[src/rtl/bc_horner.sv]
// rtl/bc_horner.sv - Moore control FSM sequencing Horner evaluation S = ((a*x)+b)*x + c
module bc_horner #(
   parameter logic H_SOMA = 1'b0,
   parameter logic H_MULT = 1'b1
) (
   input  logic       clk,
   input  logic       rst,
   input  logic       start,
   output logic [1:0] m0,
   output logic [1:0] m1,
   output logic [1:0] m2,
   output logic       lx,
   output logic       ls,
   output logic       lh,
   output logic       h,
   output logic       busy,
   output logic       done
);

   typedef enum logic [2:0] {
      IDLE = 3'd0,
      LDX  = 3'd1,
      MULA = 3'd2,
      SOMB = 3'd3,
      MULX = 3'd4,
      SOMC = 3'd5,
      FIM  = 3'd6
   } state_t;

   state_t state_q;
   state_t state_d;

   // State register; rst drops straight to IDLE without waiting for a clock edge.
   always_ff @(posedge clk or posedge rst) begin
      if (rst) begin
         state_q <= IDLE;
      end else begin
         state_q <= state_d;
      end
   end

   // Next-state sequencing; start only matters in IDLE, every other state advances unconditionally.
   always_comb begin
      state_d = IDLE;
      case (state_q)
         IDLE:    state_d = start ? LDX : IDLE;
         LDX:     state_d = MULA;
         MULA:    state_d = SOMB;
         SOMB:    state_d = MULX;
         MULX:    state_d = SOMC;
         SOMC:    state_d = FIM;
         FIM:     state_d = IDLE;
         default: state_d = IDLE;
      endcase
   end

   // Datapath controls decoded from state alone, so reset forces every output to 0.
   always_comb begin
      m0   = 2'd0;
      m1   = 2'd0;
      m2   = 2'd0;
      lx   = 1'b0;
      ls   = 1'b0;
      lh   = 1'b0;
      h    = 1'b0;
      busy = 1'b0;
      done = 1'b0;
      case (state_q)
         LDX: begin
            // X <= x
            lx   = 1'b1;
            busy = 1'b1;
         end
         MULA: begin
            // H <= a * X
            m0   = 2'd1;
            m1   = 2'd1;
            m2   = 2'd1;
            h    = H_MULT;
            lh   = 1'b1;
            busy = 1'b1;
         end
         SOMB: begin
            // H <= H + b
            m0   = 2'd2;
            m1   = 2'd0;
            m2   = 2'd3;
            h    = H_SOMA;
            lh   = 1'b1;
            busy = 1'b1;
         end
         MULX: begin
            // H <= H * X
            m1   = 2'd1;
            m2   = 2'd3;
            h    = H_MULT;
            lh   = 1'b1;
            busy = 1'b1;
         end
         SOMC: begin
            // S <= H + c; the only state that touches the result register
            m0   = 2'd3;
            m1   = 2'd0;
            m2   = 2'd3;
            h    = H_SOMA;
            ls   = 1'b1;
            busy = 1'b1;
         end
         FIM: begin
            done = 1'b1;
            busy = 1'b1;
         end
         default: begin
         end
      endcase
   end

endmodule

[config.mk]
export PLATFORM = sky130hd
export DESIGN_NAME = bc_horner
export DESIGN_NICKNAME = d
export VERILOG_FILES = /design/src/rtl/bc_horner.sv
export SDC_FILE = /design/constraint.sdc
export NUM_CORES = 1
export LEC_CHECK = 0
export ABC_AREA = 1
export ABC_CLOCK_PERIOD_IN_PS = 2700
export CAP_MARGIN = 0
export CORE_AREA = 2 2 39 41
export DETAILED_ROUTE_END_ITERATION = 16
export DIE_AREA = 0 0 41 43
export SYNTH_ARGS = -nofsm -noshare
export SYNTH_HDL_FRONTEND = slang
export SYNTH_SLANG_ARGS = --single-unit
[constraint.sdc]
create_clock -name clk -period 2.7 [get_ports clk]
set_input_delay 0.54 -clock clk [delete_from_list [all_inputs] [get_ports clk]]
set_output_delay 0.54 -clock clk [all_outputs]
set_load 0.005 [all_outputs]
---- Word level (Yosys, flattened, before mapping) ----
Cells that the tools add are included.
storage, ports and cells
  ROM bits ................................ 0
  memories ................................ 0
  bits in writable memories ............... 0
  register bits ........................... 3
  output and inout bits ................... 12
  latch bits .............................. 0
  logic and storage cells ................. 23
  input port bits ......................... 3
cells by class
  div/mod/pow operators ................... 0
  equality and inequality tests ........... 6
  muxes and demuxes ....................... 11
  $lt $le $gt $ge ......................... 0
  bitwise logic cells ..................... 0
  reductions and logical operators ........ 5
  multiply operators ...................... 0
  shifts and indexed selects .............. 0
  add/sub/neg operators ................... 0
operator list
  kind                number
  $pmux 3 s6          1
  $eq 3x3->1 const B  3
  $mux 1              8
  $eq 3x2->1 const B  2
  $pmux 2 s3          1
  $reduce_or 3->1     2
  $reduce_or 6->1     1
  $pmux 2 s2          1
  $eq 3x1->1 const B  1
  $logic_not 3->1     1
  $reduce_or 2->1     1

---- Depth between registers and ports, before layout ----
Gate-level depths: netlist of the first run.
  depth after elaboration ................. 3
  mapped depth ............................ 4
  depth with buffers taken out ............ 3

---- Worst setup path before layout of the first run ----
OpenSTA, ideal clock, no wires.
  kind .................................... flip-flop to output port
  from .................................... reg state_q[0]
  to ...................................... out m1[0]
  slack ................................... 1293 ps
  buffers on the path ..................... 1
  data arrival time ....................... 867 ps
  required time ........................... 2160 ps
  cell stages (with the launch flop) ...... 5
  cells stage by stage .................... dfrtp_1 -> nor2_2 -> nand2_1 -> nand2_1 -> buf_4
on the way
  cells in the longest elaborated chain, start to end .. 3
  elaborated cells on any way between the ends .. 4
  those cells by class .................... eq/ne (2); mux (1); reduce/logical (1)
ends and longest elaborated chain
  what                                      RTL line  text
  start: declaration                        30        state_t state_q;
  start signal: assignment                  38        state_q <= state_d;
  $eq 3x3->1 or $eq 3x2->1 (tied branches)  68        case (state_q)
  $reduce_or 2->1 (no line) (*)             n/a
  $mux 1 (*)                                68
  end: declaration                          10        output logic [1:0] m1,
Mark *: on every way between the ends. The rest lies on a longest branch, timed or not.

---- Final worst setup path of the first run ----
  from .................................... reg state_q[2]
  to ...................................... out lh
on the way
  cells in the longest elaborated chain, start to end .. 3
  elaborated cells on any way between the ends .. 5
  those cells by class .................... eq/ne (3); mux (1); reduce/logical (1)
ends and longest elaborated chain
  what                                      RTL line  text
  $eq 3x3->1 or $eq 3x2->1 (tied branches)  68
  $reduce_or 3->1 (no line) (*)             n/a
  $mux 1 (*)                                68
  end: declaration                          14        output logic lh,
Marks and branches as above.

==> results of run 1 <==
==> cells in the final DEF (no fill, tap or decap), drive strengths merged <==
cell type,instances
conb,1
nand3,7
a21oi,1
dfrtp,3
clkbuf,4
nor3,1
nand2,10
inv,5
clkdlybuf4s50,13
nor2,4
==> synthesized netlist by cell type <==
cell     instances  area, sq um
nor3_1           1        5.000
inv_1            4        15.01
buf_4            2        15.01
nand2_1         10        37.54
inv_2            1        3.750
nand3_1          7        35.03
nor2_1           3        11.26
nor2_2           1        6.260
conb_1           1        3.750
a21oi_1          1        5.000
dfrtp_1          3        75.07
==> path summary, 6_finish.rpt <==
kind,start,to,cells after the start
worst max-delay path,state_q[2]$_DFF_PP0_,lh,4
worst min-delay path,rst,state_q[1]$_DFF_PP0_,2
worst max register to register,state_q[0]$_DFF_PP0_,state_q[0]$_DFF_PP0_,3
worst min register to register,state_q[0]$_DFF_PP0_,state_q[1]$_DFF_PP0_,3
max in group asynchronous,rst,state_q[2]$_DFF_PP0_,2
min in group clk,state_q[0]$_DFF_PP0_,state_q[1]$_DFF_PP0_,3
==> power by group through the flow <==
stage	registers (W)	logic, W	clock network, W
6_report	0.000104	0.000337	0.0000781
5_1_grt	0.000110	0.000389	0.0000875
4_1_cts	0.000103	0.000344	0.0000835
3_5_place_dp	0.000103	0.000344	0
3_3_place_gp	0.000101	0.000344	0
2_1_floorplan	0.0000967	0.000150	0
==> cell families after synthesis <==
kind of cell	after synthesis
AND/OR/NAND/NOR	22
flip-flops	3
other	1
buffers and inverters	7
AO/OA/AOI/OAI	1
==> area by class of cell <==
cell class	instances	area, sq um	share of cell area, %
repair buffers	13	130.1	34.78
multi-input cells	24	103.9	27.76
flip-flops and latches	3	75.07	20.07
clock buffers	4	26.28	7.023
well taps	16	20.02	5.351
inverters	5	18.77	5.017
==> worst max-delay path, stage by stage, from the launching register on <==
cell,delay (ns)
dfrtp_1,0.43
inv_2,0.11
nand3_1,0.15
nand3_1,0.13
clkdlybuf4s50_1,0.50
==> metrics by stage <==
| stage | cells | setup slack, ns | utilization (%) |
|---|---|---|---|
| after floorplan | 34 | 1.293 | - |
| after global placement | 61 | 0.8285 | 25.14 |
| after detailed placement | 61 | 0.8330 | 25.14 |
| after CTS | 65 | 0.5759 | 27.03 |
| after global routing | 65 | 0.4429 | 27.03 |
| final | 65 | 0.6005 | 27.03 |
==> metal layers <==
layer | vias up | GRT usage (%) | wire length, um
met1 | 112 | 10.71 | 238
li1 | 134 | - | -
met5 | - | 0 | 0
met2 | 6 | 9.688 | 233
met3 | 0 | 4.712 | 31
met4 | 0 | 4.000 | 0
==> summary.txt, run 1 <==
Place
  • PortBufs: 13
  • DP Area: 347.8 sq um
  • DP HPWL: 402.5 um
  • Routability cong.: 0.7200

Cells and area
  • Largest register FFs: 3
  • Nets: 53
  • Top reg by flops: state_q
  • Registers with the most flip-flops: state_q x3
  • Layout area overhead: 75.88%
  • Layout cell share with drive strength beyond 1: 10.20%
  • Fill count: 155
  • # diodes: 0
  • Final Instance Area: 374.1 sq um

Yosys
  • Synthesized area per cell: 6.256 sq um
  • Largest family of logic cells by synthesized area: simple AND/OR/NAND/NOR gates
  • Synth Area in Compound Gates: 2.353%
  • Mapped Cells: 34
  • Synth unique cells: 11
  • Yosys warnings: 0
  • Post-Synth Adder-Cell Area: 0%
  • Xor/xnor cell area share of the yosys netlist: 0%
  • Simple-Gate Fraction of Synth Area: 44.71%
  • Multiplexer share of the synthesized area: 0%
  • Synthesized cell area: 212.7 sq um
  • Seq/Total Area, Yosys: 35.29%
  • Syn_nets: 37
  • #FFs+latches synth: 3

Power
  • Seq pwr share: 20.0%
  • P per Cell Area: 1388 nW/um^2
  • Combinational group share of total power: 64.9%
  • Total power draw: 0.0005194 W
  • Clk pwr share: 15.0%
  • Worst VDD drop: 0.0003140 V
  • Cell-internal power: 0.0003279 W
  • Switching power: 0.0001916 W
  • LEAKAGE: 0.1989 nW
  • Switching Fraction: 36.88%

CTS
  • CTS buffer count: 3
  • Resize count post-CTS: 0
  • # hold bufs at CTS: 0
  • Clock tree sinks: 3
  • Max Root-Sink Buffers: 2
  • Post-CTS Setup Repair Bufs: 0
  • Cell at the root of the clock tree: clkbuf_4
  • Htree depth: 1
  • Clk slew on worst S/H paths: 0.04 ns
  • Clock latency on the worst-skew pair: 0.23 ns
  • CTS tree: done

Status
  • Status: complete, no violations

Timing
  • Period utilization: 77.76%
  • Worst Clk Skew: 0.001912 ns
  • Slew Limit Fails: 0
  • Final Setup Violations: 0
  • Min cycle time layout: 2.100 ns
  • Achievable frequency: 476.3 MHz
  • Worst hold margin: 0.4730 ns
  • RSZ-0062 raised after global routing: false
  • Setup TNS: 0 ns
  • Hold Fails Final Rpt: 0

Setup path
  • R2R setup slack: 1.78 ns
  • Crit Path Class: reg -> out
  • CP max FO: 6
  • Worst EP arrival: 1.56 ns
  • Critical Path Source Type: flip-flop
  • Worst EP required: 2.16 ns
  • Critical Path Sink Type: output pin

GRT
  • Antenna violations before repair: 0
  • Congestion Overflow GR: 0
  • Pin count of the biggest net entering global routing: 8
  • First-pass GRT wire length: 931 um
  • Number of global-route vias before repair: 247
  • GRT Util Overall: 7.956%

Floorplan
  • Die Span Y: 43 um
  • Cell row count: 14
  • Core Area: 1384 sq um
  • Starting Density: 15.37%
  • Die width: 41 um
  • I/O pin count: 15
  • Die footprint: 1763 sq um

Hold path
  • HP Class: in -> async

Routing
  • Residual DRC count: 0
  • DR vias: 252
  • Drt first pass iters: 4
  • DR WL/cell: 7.738 um
  • DRT iter0 DRCs: 8
  • Post-Route WL: 503 um
  • Post-route ant nets: 0
  • Vias per std cell: 3.877

Run
  • Max cap viols: 0
No activity file was read; power rests on OpenSTA's default activity.
==> run 2, diff against run 1 <==
ABC_CLOCK_PERIOD_IN_PS = 2100   (was 2700)
clock period = 2.1 ns   (was 2.7 ns; I/O delays follow)
==> run 2 against run 1 <==
Design area unchanged. Largest cell class unchanged. Core utilization stayed put. Global-route usage decreased by 0.12 points. Die area unchanged. Non-clock buffer count unchanged. Combinational power grew 29%. First-iteration DRC count down 13%. Critical path type unchanged. Clock power grew 28%. Register-to-register slack lost 0.60 ns. Clock skew about the same. Sequential power increased by 29%. Largest power group unchanged.
==> summary.txt, run 2 (synthesized netlist as in run 1, its figures left out) <==
Run
  • Max cap viols: 0 (unchanged)

Setup path
  • Worst EP required: 1.68 ns (-0.48 ns)
  • Critical Path Sink Type: output pin
  • Crit Path Class: reg -> out
  • CP max FO: 6 (unchanged)
  • Critical Path Source Type: flip-flop
  • Worst EP arrival: 1.59 ns (+0.03 ns)

CTS
  • Clock tree sinks: 3 (unchanged)
  • Cell at the root of the clock tree: clkbuf_4
  • CTS buffer count: 3 (unchanged)
  • Clock latency on the worst-skew pair: 0.23 ns (about the same)
  • Max Root-Sink Buffers: 2 (unchanged)
  • CTS tree: done
  • Clk slew on worst S/H paths: 0.04 ns (about the same)
  • Htree depth: 1 (unchanged)

Routing
  • DRT iter0 DRCs: 7 (-1)
  • Post-route ant nets: 0 (unchanged)
  • Wire length on met3: 40 um (+29%)
  • Met2 wire len: 297 um (+27%)
  • DR WL/cell: 8.338 um (+7.8%)
  • Met1 Wirelength: 205 um (-14%)
  • Vias per std cell: 3.862 (-0.40%)
  • DR vias: 251 (-0.40%)
  • Post-Route WL: 542 um (+7.8%)
  • Highest routed layer: met3
  • Drt first pass iters: 3 (-1)
  • Residual DRC count: 0 (unchanged)

Place
  • Routability cong.: 0.7091 (-1.5%)
  • DP HPWL: 439.6 um (+9.2%)
  • PortBufs: 13 (unchanged)

GRT
  • Congestion Overflow GR: 0 (unchanged)
  • First-pass GRT wire length: 897 um (-3.7%)
  • Antenna violations before repair: 0 (unchanged)
  • Pin count of the biggest net entering global routing: 8 (unchanged)
  • GRT Util Overall: 7.839% (-0.12 points)
  • Number of global-route vias before repair: 241 (-2.4%)

Timing
  • Worst hold margin: 0.3509 ns (-0.1221 ns)
  • Period utilization: 95.61%
  • Min cycle time layout: 2.008 ns
  • Achievable frequency: 498.1 MHz
  • Slew Limit Fails: 0 (unchanged)
  • Worst Clk Skew: 0.001542 ns (-0.0003700 ns)
  • Hold Fails Final Rpt: 0 (unchanged)
  • Final Setup Violations: 0 (unchanged)
  • RSZ-0062 raised after global routing: true

Floorplan
  • Core Area: 1384 sq um (unchanged)
  • Cell row count: 14 (unchanged)
  • I/O pin count: 15 (unchanged)
  • Starting Density: 15.37% (unchanged)
  • Die footprint: 1763 sq um (unchanged)
  • Die width: 41 um (unchanged)
  • Die Span Y: 43 um (unchanged)

Power
  • P per Cell Area: 1789 nW/um^2 (+29%)
  • LEAKAGE: 0.1989 nW (unchanged)
  • Worst VDD drop: 0.0003503 V (+12%)

Hold path
  • HP Class: in -> async

Cells and area
  • Commonest non-fill, non-tap cell in the layout: clkdlybuf4s50_1
  • Layout cell share with drive strength beyond 1: 10.20% (unchanged)
  • Top reg by flops: state_q
  • Commonest non-fill, non-tap cells in the layout: clkdlybuf4s50_1 (13), nand2_1 (10), nand3_1 (7)
  • # diodes: 0 (unchanged)
  • Nets: 53 (unchanged)
  • Registers with the most flip-flops: state_q x3
  • Finished Core Util: 27.03% (unchanged)
  • Largest register FFs: 3 (unchanged)
  • Layout area overhead: 75.88% (unchanged)

Status
  • Status: complete, no violations
run 2: cell counts in the layout (fill, tap and decap cells not counted):
No cell type changed its count.
run 2: timing repair:
action                                  CTS  global route
endpoints found under the setup margin    0             3
setup buffers                             0             0
hold buffers                              0             0
resized for setup                         0             0
run 2: worst paths after layout:
check / from / to / slack, ns / depth (start not counted)
worst max-delay path: state_q[2]$_DFF_PP0_ / lh / 0.09 / 4
worst min-delay path: rst / state_q[0]$_DFF_PP0_ / 0.35 / 2
worst max register to register: state_q[2]$_DFF_PP0_ / state_q[0]$_DFF_PP0_ / 1.18 / 3
worst min register to register: state_q[0]$_DFF_PP0_ / state_q[1]$_DFF_PP0_ / 0.67 / 3
max in group asynchronous: rst / state_q[1]$_DFF_PP0_ / 1.62 / 2
min in group clk: state_q[0]$_DFF_PP0_ / state_q[1]$_DFF_PP0_ / 0.67 / 3
run 2: metal layers:
metal	global-route usage [%]	vias up
met2	11.56	6
met5	0	-
met4	8.000	0
met3	1.571	0
met1	8.387	112
li1	-	133
run 2: where the power goes:
part	switching (W)	internal, W
Sequential	0.0000473	0.0000866
Clock	0.0000289	0.0000711
Combinational	0.000172	0.000264
run 2: area by class of cell:
type                            instances  area [sq um]
Clock buffer                            4         26.28
Fill cell                             163          1010
Inverter                                5         18.77
Multi-Input combinational cell         24         103.9
Sequential cell                         3         75.07
Tap cell                               16         20.02
Timing Repair Buffer                   13         130.1
run 2: critical path, stage by stage, from the launching register on:
cell	delay [ns]
dfrtp_1	0.44
inv_2	0.12
nand3_1	0.16
nand3_1	0.14
clkdlybuf4s50_1	0.50
run 2: stage by stage:
step                setup TNS, ns  setup slack [ns]  std cells  total power, W  instance area, sq um
detailed placement              0            0.3233         61       0.0005789                 347.8
floorplan                       0            0.8126         34       0.0003176                 212.7
global placement                0            0.3441         61       0.0005730                 347.8
finish                          0           0.09229         65       0.0006694                 374.1
global route            -0.003860         -0.002251         65       0.0007407                 374.1
CTS                             0           0.07068         65       0.0006836                 374.1
